### src/rtl/senha_game_ctrl_if.sv
// Guess/key inputs and result outputs of the password game controller.
// master drives the switches and key; slave is the controller.
interface senha_game_ctrl_if;
  logic [6:0] SW;
  logic       enter;
  logic [2:0] match_count;
  logic       match_valid;
  logic [1:0] level;
  logic [2:0] tries_left;
  logic       win;
  logic       lose;

  modport master (
    output SW, enter,
    input  match_count, match_valid, level, tries_left, win, lose
  );

  modport slave (
    input  SW, enter,
    output match_count, match_valid, level, tries_left, win, lose
  );
endinterface

### src/rtl/senha_game_ctrl.sv
// Password game: debounced key, 3-level secret match, tries and win/lose; GAME_RETRY_EN allows restart.
// match_valid strobes 2 cycles after the debounced key rises; no backpressure, the strobe is fire-and-forget.
module senha_game_ctrl #(
  parameter int         DEB_CYCLES = 500000,
  parameter int         MAX_TRIES  = 5,
  parameter logic [6:0] SENHA1     = 7'b0000000,
  parameter logic [6:0] SENHA2     = 7'b0000001,
  parameter logic [6:0] SENHA3     = 7'b1010101
) (
  input logic           clk,
  input logic           rst_n,
  senha_game_ctrl_if.slave bus
);

  localparam int CW = $clog2(DEB_CYCLES);

  typedef enum logic [2:0] {IDLE, CHECK, WAIT_REL, WIN, LOSE} state_t;

  state_t     state;
  logic [1:0] sync_q;
  logic       key_db;
  logic       key_db_q;
  logic [CW-1:0] deb_cnt;
  logic [6:0] guess_q;
  logic [6:0] secret;
  logic [2:0] hits;
  logic       press;

  logic [2:0] match_count_q;
  logic       match_valid_q;
  logic [1:0] level_q;
  logic [2:0] tries_q;
  logic       win_q;
  logic       lose_q;

  function automatic logic [2:0] popcount7(input logic [6:0] v);
    logic [2:0] n;
    n = '0;
    for (int i = 0; i < 7; i++) n = n + 3'(v[i]);
    return n;
  endfunction

  always_comb begin
    secret = SENHA3;
    case (level_q)
      2'd0:    secret = SENHA1;
      2'd1:    secret = SENHA2;
      default: secret = SENHA3;
    endcase
  end

  assign hits  = popcount7(~(guess_q ^ secret));
  assign press = key_db & ~key_db_q;

  // Flops reset to 1 so a key held through reset looks already pressed.
  always_ff @(posedge clk or negedge rst_n) begin
    if (!rst_n) begin
      sync_q   <= 2'b11;
      key_db   <= 1'b1;
      key_db_q <= 1'b1;
      deb_cnt  <= '0;
    end else begin
      sync_q   <= {sync_q[0], bus.enter};
      key_db_q <= key_db;
      if (sync_q[1] == key_db) begin
        deb_cnt <= '0;
      end else if (deb_cnt == CW'(DEB_CYCLES - 1)) begin
        deb_cnt <= '0;
        key_db  <= sync_q[1];
      end else begin
        deb_cnt <= deb_cnt + 1'b1;
      end
    end
  end

  always_ff @(posedge clk or negedge rst_n) begin
    if (!rst_n) begin
      state         <= WAIT_REL;
      guess_q       <= '0;
      match_count_q <= '0;
      match_valid_q <= 1'b0;
      level_q       <= '0;
      tries_q       <= 3'(MAX_TRIES);
      win_q         <= 1'b0;
      lose_q        <= 1'b0;
    end else begin
      match_valid_q <= 1'b0;
      case (state)
        IDLE: begin
          if (press) begin
            guess_q <= bus.SW;
            state   <= CHECK;
          end
        end
        CHECK: begin
          match_count_q <= hits;
          match_valid_q <= 1'b1;
          state         <= WAIT_REL;
          if (hits == 3'd7) begin
            if (level_q < 2'd2) begin
              level_q <= level_q + 1'b1;
              tries_q <= 3'(MAX_TRIES);
            end else begin
              win_q <= 1'b1;
              state <= WIN;
            end
          end else if (tries_q > 3'd1) begin
            tries_q <= tries_q - 1'b1;
          end else begin
            tries_q <= '0;
            lose_q  <= 1'b1;
            state   <= LOSE;
          end
        end
        WAIT_REL: begin
          if (!key_db) state <= IDLE;
        end
        WIN, LOSE: begin
`ifdef GAME_RETRY_EN
          // Restart press is swallowed: WAIT_REL needs a release first.
          if (press) begin
            level_q       <= '0;
            tries_q       <= 3'(MAX_TRIES);
            win_q         <= 1'b0;
            lose_q        <= 1'b0;
            match_count_q <= '0;
            state         <= WAIT_REL;
          end
`else
          state <= state;
`endif
        end
        default: state <= WAIT_REL;
      endcase
    end
  end

  assign bus.match_count = match_count_q;
  assign bus.match_valid = match_valid_q;
  assign bus.level       = level_q;
  assign bus.tries_left  = tries_q;
  assign bus.win         = win_q;
  assign bus.lose        = lose_q;

endmodule

### src/flat_wrapper.sv
// flat-port wrapper written by rule: the top's interface ports become plain ports
module senha_game_ctrl_flat 
#(
  parameter int         DEB_CYCLES = 500000,
  parameter int         MAX_TRIES  = 5,
  parameter logic [6:0] SENHA1     = 7'b0000000,
  parameter logic [6:0] SENHA2     = 7'b0000001,
  parameter logic [6:0] SENHA3     = 7'b1010101
)
  (clk, rst_n, bus_SW, bus_enter, bus_match_count, bus_match_valid, bus_level, bus_tries_left, bus_win, bus_lose);
  senha_game_ctrl_if bus_i ();
  input logic clk;
  input logic rst_n;
  input wire logic [$bits(bus_i.SW)-1:0] bus_SW;
  input wire logic [$bits(bus_i.enter)-1:0] bus_enter;
  output wire logic [$bits(bus_i.match_count)-1:0] bus_match_count;
  output wire logic [$bits(bus_i.match_valid)-1:0] bus_match_valid;
  output wire logic [$bits(bus_i.level)-1:0] bus_level;
  output wire logic [$bits(bus_i.tries_left)-1:0] bus_tries_left;
  output wire logic [$bits(bus_i.win)-1:0] bus_win;
  output wire logic [$bits(bus_i.lose)-1:0] bus_lose;
  assign bus_i.SW = bus_SW;
  assign bus_i.enter = bus_enter;
  assign bus_match_count = bus_i.match_count;
  assign bus_match_valid = bus_i.match_valid;
  assign bus_level = bus_i.level;
  assign bus_tries_left = bus_i.tries_left;
  assign bus_win = bus_i.win;
  assign bus_lose = bus_i.lose;
  senha_game_ctrl #(.DEB_CYCLES(DEB_CYCLES), .MAX_TRIES(MAX_TRIES), .SENHA1(SENHA1), .SENHA2(SENHA2), .SENHA3(SENHA3)) u_core (.clk(clk), .rst_n(rst_n), .bus(bus_i));
endmodule
### config.mk
export PLATFORM = sky130hd
export DESIGN_NAME = senha_game_ctrl_flat
export DESIGN_NICKNAME = d
export VERILOG_FILES = /design/src/rtl/senha_game_ctrl_if.sv /design/src/rtl/senha_game_ctrl.sv /design/src/flat_wrapper.sv
export SDC_FILE = /design/constraint.sdc
export NUM_CORES = 1
export LEC_CHECK = 0
export BUFFER_PORTS_ARGS = -buffer_cell sky130_fd_sc_hd__buf_4
export CAP_MARGIN = 20
export CORE_UTILIZATION = 30
export DETAILED_ROUTE_END_ITERATION = 10
export GPL_ROUTABILITY_DRIVEN = 0
export GPL_TIMING_DRIVEN = 0
export PLACE_DENSITY = 0.51
export SLEW_MARGIN = 20
export SYNTH_ARGS = -nofsm -noshare
export SYNTH_HDL_FRONTEND = slang
export SYNTH_SLANG_ARGS = --single-unit
### constraint.sdc
create_clock -name clk -period 4.8 [get_ports clk]
set_clock_uncertainty 0.05 [all_clocks]
set_input_delay 0.48 -clock clk [delete_from_list [all_inputs] [get_ports clk]]
set_output_delay 0.48 -clock clk [all_outputs]
set_load 0.02 [all_outputs]
==> impl_metrics.json <==
{
  "synth_xor_area_share_pct": 7.622,
  "total_power_mw": 0.7022,
  "synth-edff-count": 0,
  "max_slew_margin_pct": 62.78,
  "async_flop_share_pct": 100.0,
  "diodes": 0,
  "yosys.area_share.adder_pct": 7.335,
  "start_kind": "flip-flop",
  "die_area_um2": 7623,
  "tns_ns": 0,
  "ys_seq_elements": 44,
  "muxShareOfSynthArea_pct": 3.037,
  "power_per_cell_area_nw_per_um2": 272.7,
  "worst_pin_slew_ns": 0.5583,
  "synth-compound-area-share_pct": 8.367,
  "synth_top_family_by_area": "simple AND/OR/NAND/NOR gates",
  "yosys_warnings": 0,
  "drive_gt1_share_pct": 21.52,
  "cp_max_fo": 8,
  "yosys.area.top_type": "dfrtp_1",
  "fmax_mhz": 247.6,
  "portBuffers": 20,
  "firstDrtPassIters": 4,
  "cts_htree_levels": 2,
  "r2r_slack_ns": 0.76,
  "worstSkewPairLatency_ns": 0.30,
  "cp-end-kind": "flip-flop",
  "hold_path_class": "input pin to asynchronous set/reset pin",
  "cts_tree": "yes",
  "cts_buffers": 5,
  "min_period_over_period_pct": 84.13,
  "antenna_left": 0,
  "busiest_layer": "met2",
  "p_leak_nw": 1.168,
  "outcome": "complete, no violations",
  "met1_usage_pct": 14.03,
  "cts_sinks": 44,
  "rows": 30,
  "rsz0062_at_grt": "no",
  "setup_viol": 0,
  "ys_top_cells_by_area": "dfrtp_1, dfstp_2, xnor2_1, ha_1, nand2_1",
  "syn_area_um2": 2183,
  "antenna_found_initial": 0,
  "syn_inst": 209,
  "period_needed_ns": 4.038,
  "synth_area_per_cell_um2": 10.45,
  "peakVddDrop_v": 0.0002198,
  "cts-root-buf": "clkbuf_8",
  "finalHoldViolations": 0,
  "cp.required_ns": 4.99,
  "synth_ff_type": "dfrtp_1",
  "first_iter_violations": 50,
  "cts.repair.resized": 0,
  "area_delta_synth_final_pct": 17.94,
  "synth-seq-area-share_pct": 50.83,
  "synth_cell_type_count": 41,
  "remaining_drc_errors": 0,
  "die_w_um": 87.31,
  "cp_data_arrival_time_ns": 4.23,
  "grt_start_max_net_pins": 45,
  "routed_via_density": 4.462,
  "core-area_um2": 6907,
  "cap_violations": 0,
  "met2_usage_pct": 18.89,
  "synth_top_area_share_pct": 42.41,
  "gr-total-overflow": 0,
  "vias": 1486,
  "placed_cell_area_um2": 2454,
  "worstSetupPathType": "flip-flop to flip-flop",
  "clkTransAtPathRegs_ns": 0.09,
  "grt_pass1_vias": 1483,
  "track_usage_pct": 11.32,
  "fin_nets": 257,
  "cts_hold_buffers": 0,
  "post-cts-setup-buffers": 0,
  "use_met3_pct": 3.033,
  "stdcell_area_um2": 2575,
  "syn_nets": 230,
  "synth-simple-area-share_pct": 18.91,
  "slew_violations": 0,
  "drt_wl_total_um": 3865,
  "initial_core_util_pct": 31.61,
  "wire_per_inst_um": 11.61,
  "ios": 21,
  "die-height_um": 87.31,
  "grt_pass1_wl_um": 6775,
  "hpwl_um": 2688,
  "cts_buffer_depth": 2
}
flip-flops by register name (all words and copies together) (netlist names), 2 cells and up:
name,count
u_core.sync_q,2
u_core.deb_cnt,19
u_core.bus.tries_left,3
u_core.bus.level,2
u_core.state,3
u_core.bus.match_count,3
u_core.guess_q,7
path summary, 6_finish.rpt:
path | start | end | depth (start not counted)
max | u_core.bus.level[1] | u_core.bus.tries_left[2] | 15
min | rst_n | u_core.guess_q[6] | 1
max reg2reg | u_core.bus.level[1] | u_core.bus.tries_left[2] | 15
min reg2reg | u_core.sync_q[0] | u_core.sync_q[1] | 0
max in group asynchronous | rst_n | u_core.sync_q[0] | 1
min in group clk | bus_enter | u_core.sync_q[0] | 1
per-layer routing:
metal	wire, um	up-vias
li1	-	767
met4	45	0
met5	0	-
met3	134	5
met1	1870	693
met2	1814	21
cell type report:
| class | instances | area (um^2) |
|---|---|---|
| fillers | 719 | 4332 |
| flip-flops and latches | 44 | 1110 |
| multi-input cells | 143 | 988.4 |
| repair buffers | 20 | 150.1 |
| well taps | 96 | 120.1 |
| clock buffers | 6 | 82.58 |
| inverters | 19 | 71.32 |
| clock inverters | 2 | 38.79 |
| plain buffers | 3 | 13.76 |
kinds of logic (layout without fill, tap and decap cells):
family | Yosys count | after routing
AO/OA/AOI/OAI | 30 | 30
buffers and inverters | 22 | 50
adder cells (fa/ha/maj) | 11 | 11
AND/OR/NAND/NOR | 77 | 77
flip-flops | 44 | 44
XOR/XNOR | 19 | 19
multiplexers | 6 | 6
cell usage after synthesis (4+ instances only):
cell     count
o21ai_0      9
nand2_1     20
a21oi_1     10
ha_1         8
mux2_2       5
dfstp_2      7
nand3_1      6
nor2_1      19
inv_1       19
xnor2_1     12
or3_1        4
nor3_1       4
dfrtp_1     37
xor2_1       7
per-stage QoR:
step / util (%) / instances / worst slack [ns] / hold slack [ns]
2_1_floorplan: - / 209 / 0.9121 / 0.1344
3_3_place_gp: 35.53 / 325 / 0.6831 / 0.2981
3_5_place_dp: 35.53 / 325 / 0.6954 / 0.3023
4_1_cts: 37.28 / 333 / 0.6745 / 0.1310
5_1_grt: 37.28 / 333 / 0.3658 / 0.1452
6_report: 37.28 / 333 / 0.7618 / 0.1065
critical path: stages, from the launching register on:
cell and delay [ns]:
dfrtp_1 0.48, inv_1 0.09, ha_1 0.21, xor2_1 0.16, ha_1 0.27, inv_1 0.05
fa_1 0.53, inv_1 0.05, fa_1 0.50, ha_1 0.13, inv_1 0.04, fa_1 0.37
xnor2_1 0.36, nand2_1 0.27, mux2i_1 0.17, a22o_1 0.23
power by group:
| part | total (mW) | internal, mW | switching [mW] |
|---|---|---|---|
| registers | 0.377 | 0.374 | 0.00300 |
| clock network | 0.305 | 0.170 | 0.135 |
| logic | 0.0200 | 0.00732 | 0.0126 |
cell usage in the layout (no fill, tap or decap), types with 2 or more instances in the layout:
cell,count
or4_1,3
ha_1,8
or3b_2,2
a21oi_1,10
or4b_2,2
nand2_1,20
nand2b_1,2
or3_1,4
mux2_2,5
nand3_1,6
a21o_1,2
xor2_1,7
nor2b_1,2
dfrtp_1,37
nor3_1,4
fa_1,3
dfstp_2,7
nor2_1,19
nand4_1,3
xnor2_1,12
inv_1,19
o21ai_0,9
buf_4,20
clkbuf_8,6
buf_2,2
o21bai_1,2
nor4_1,3
Note: power is estimated with default switching activity, not from simulation.
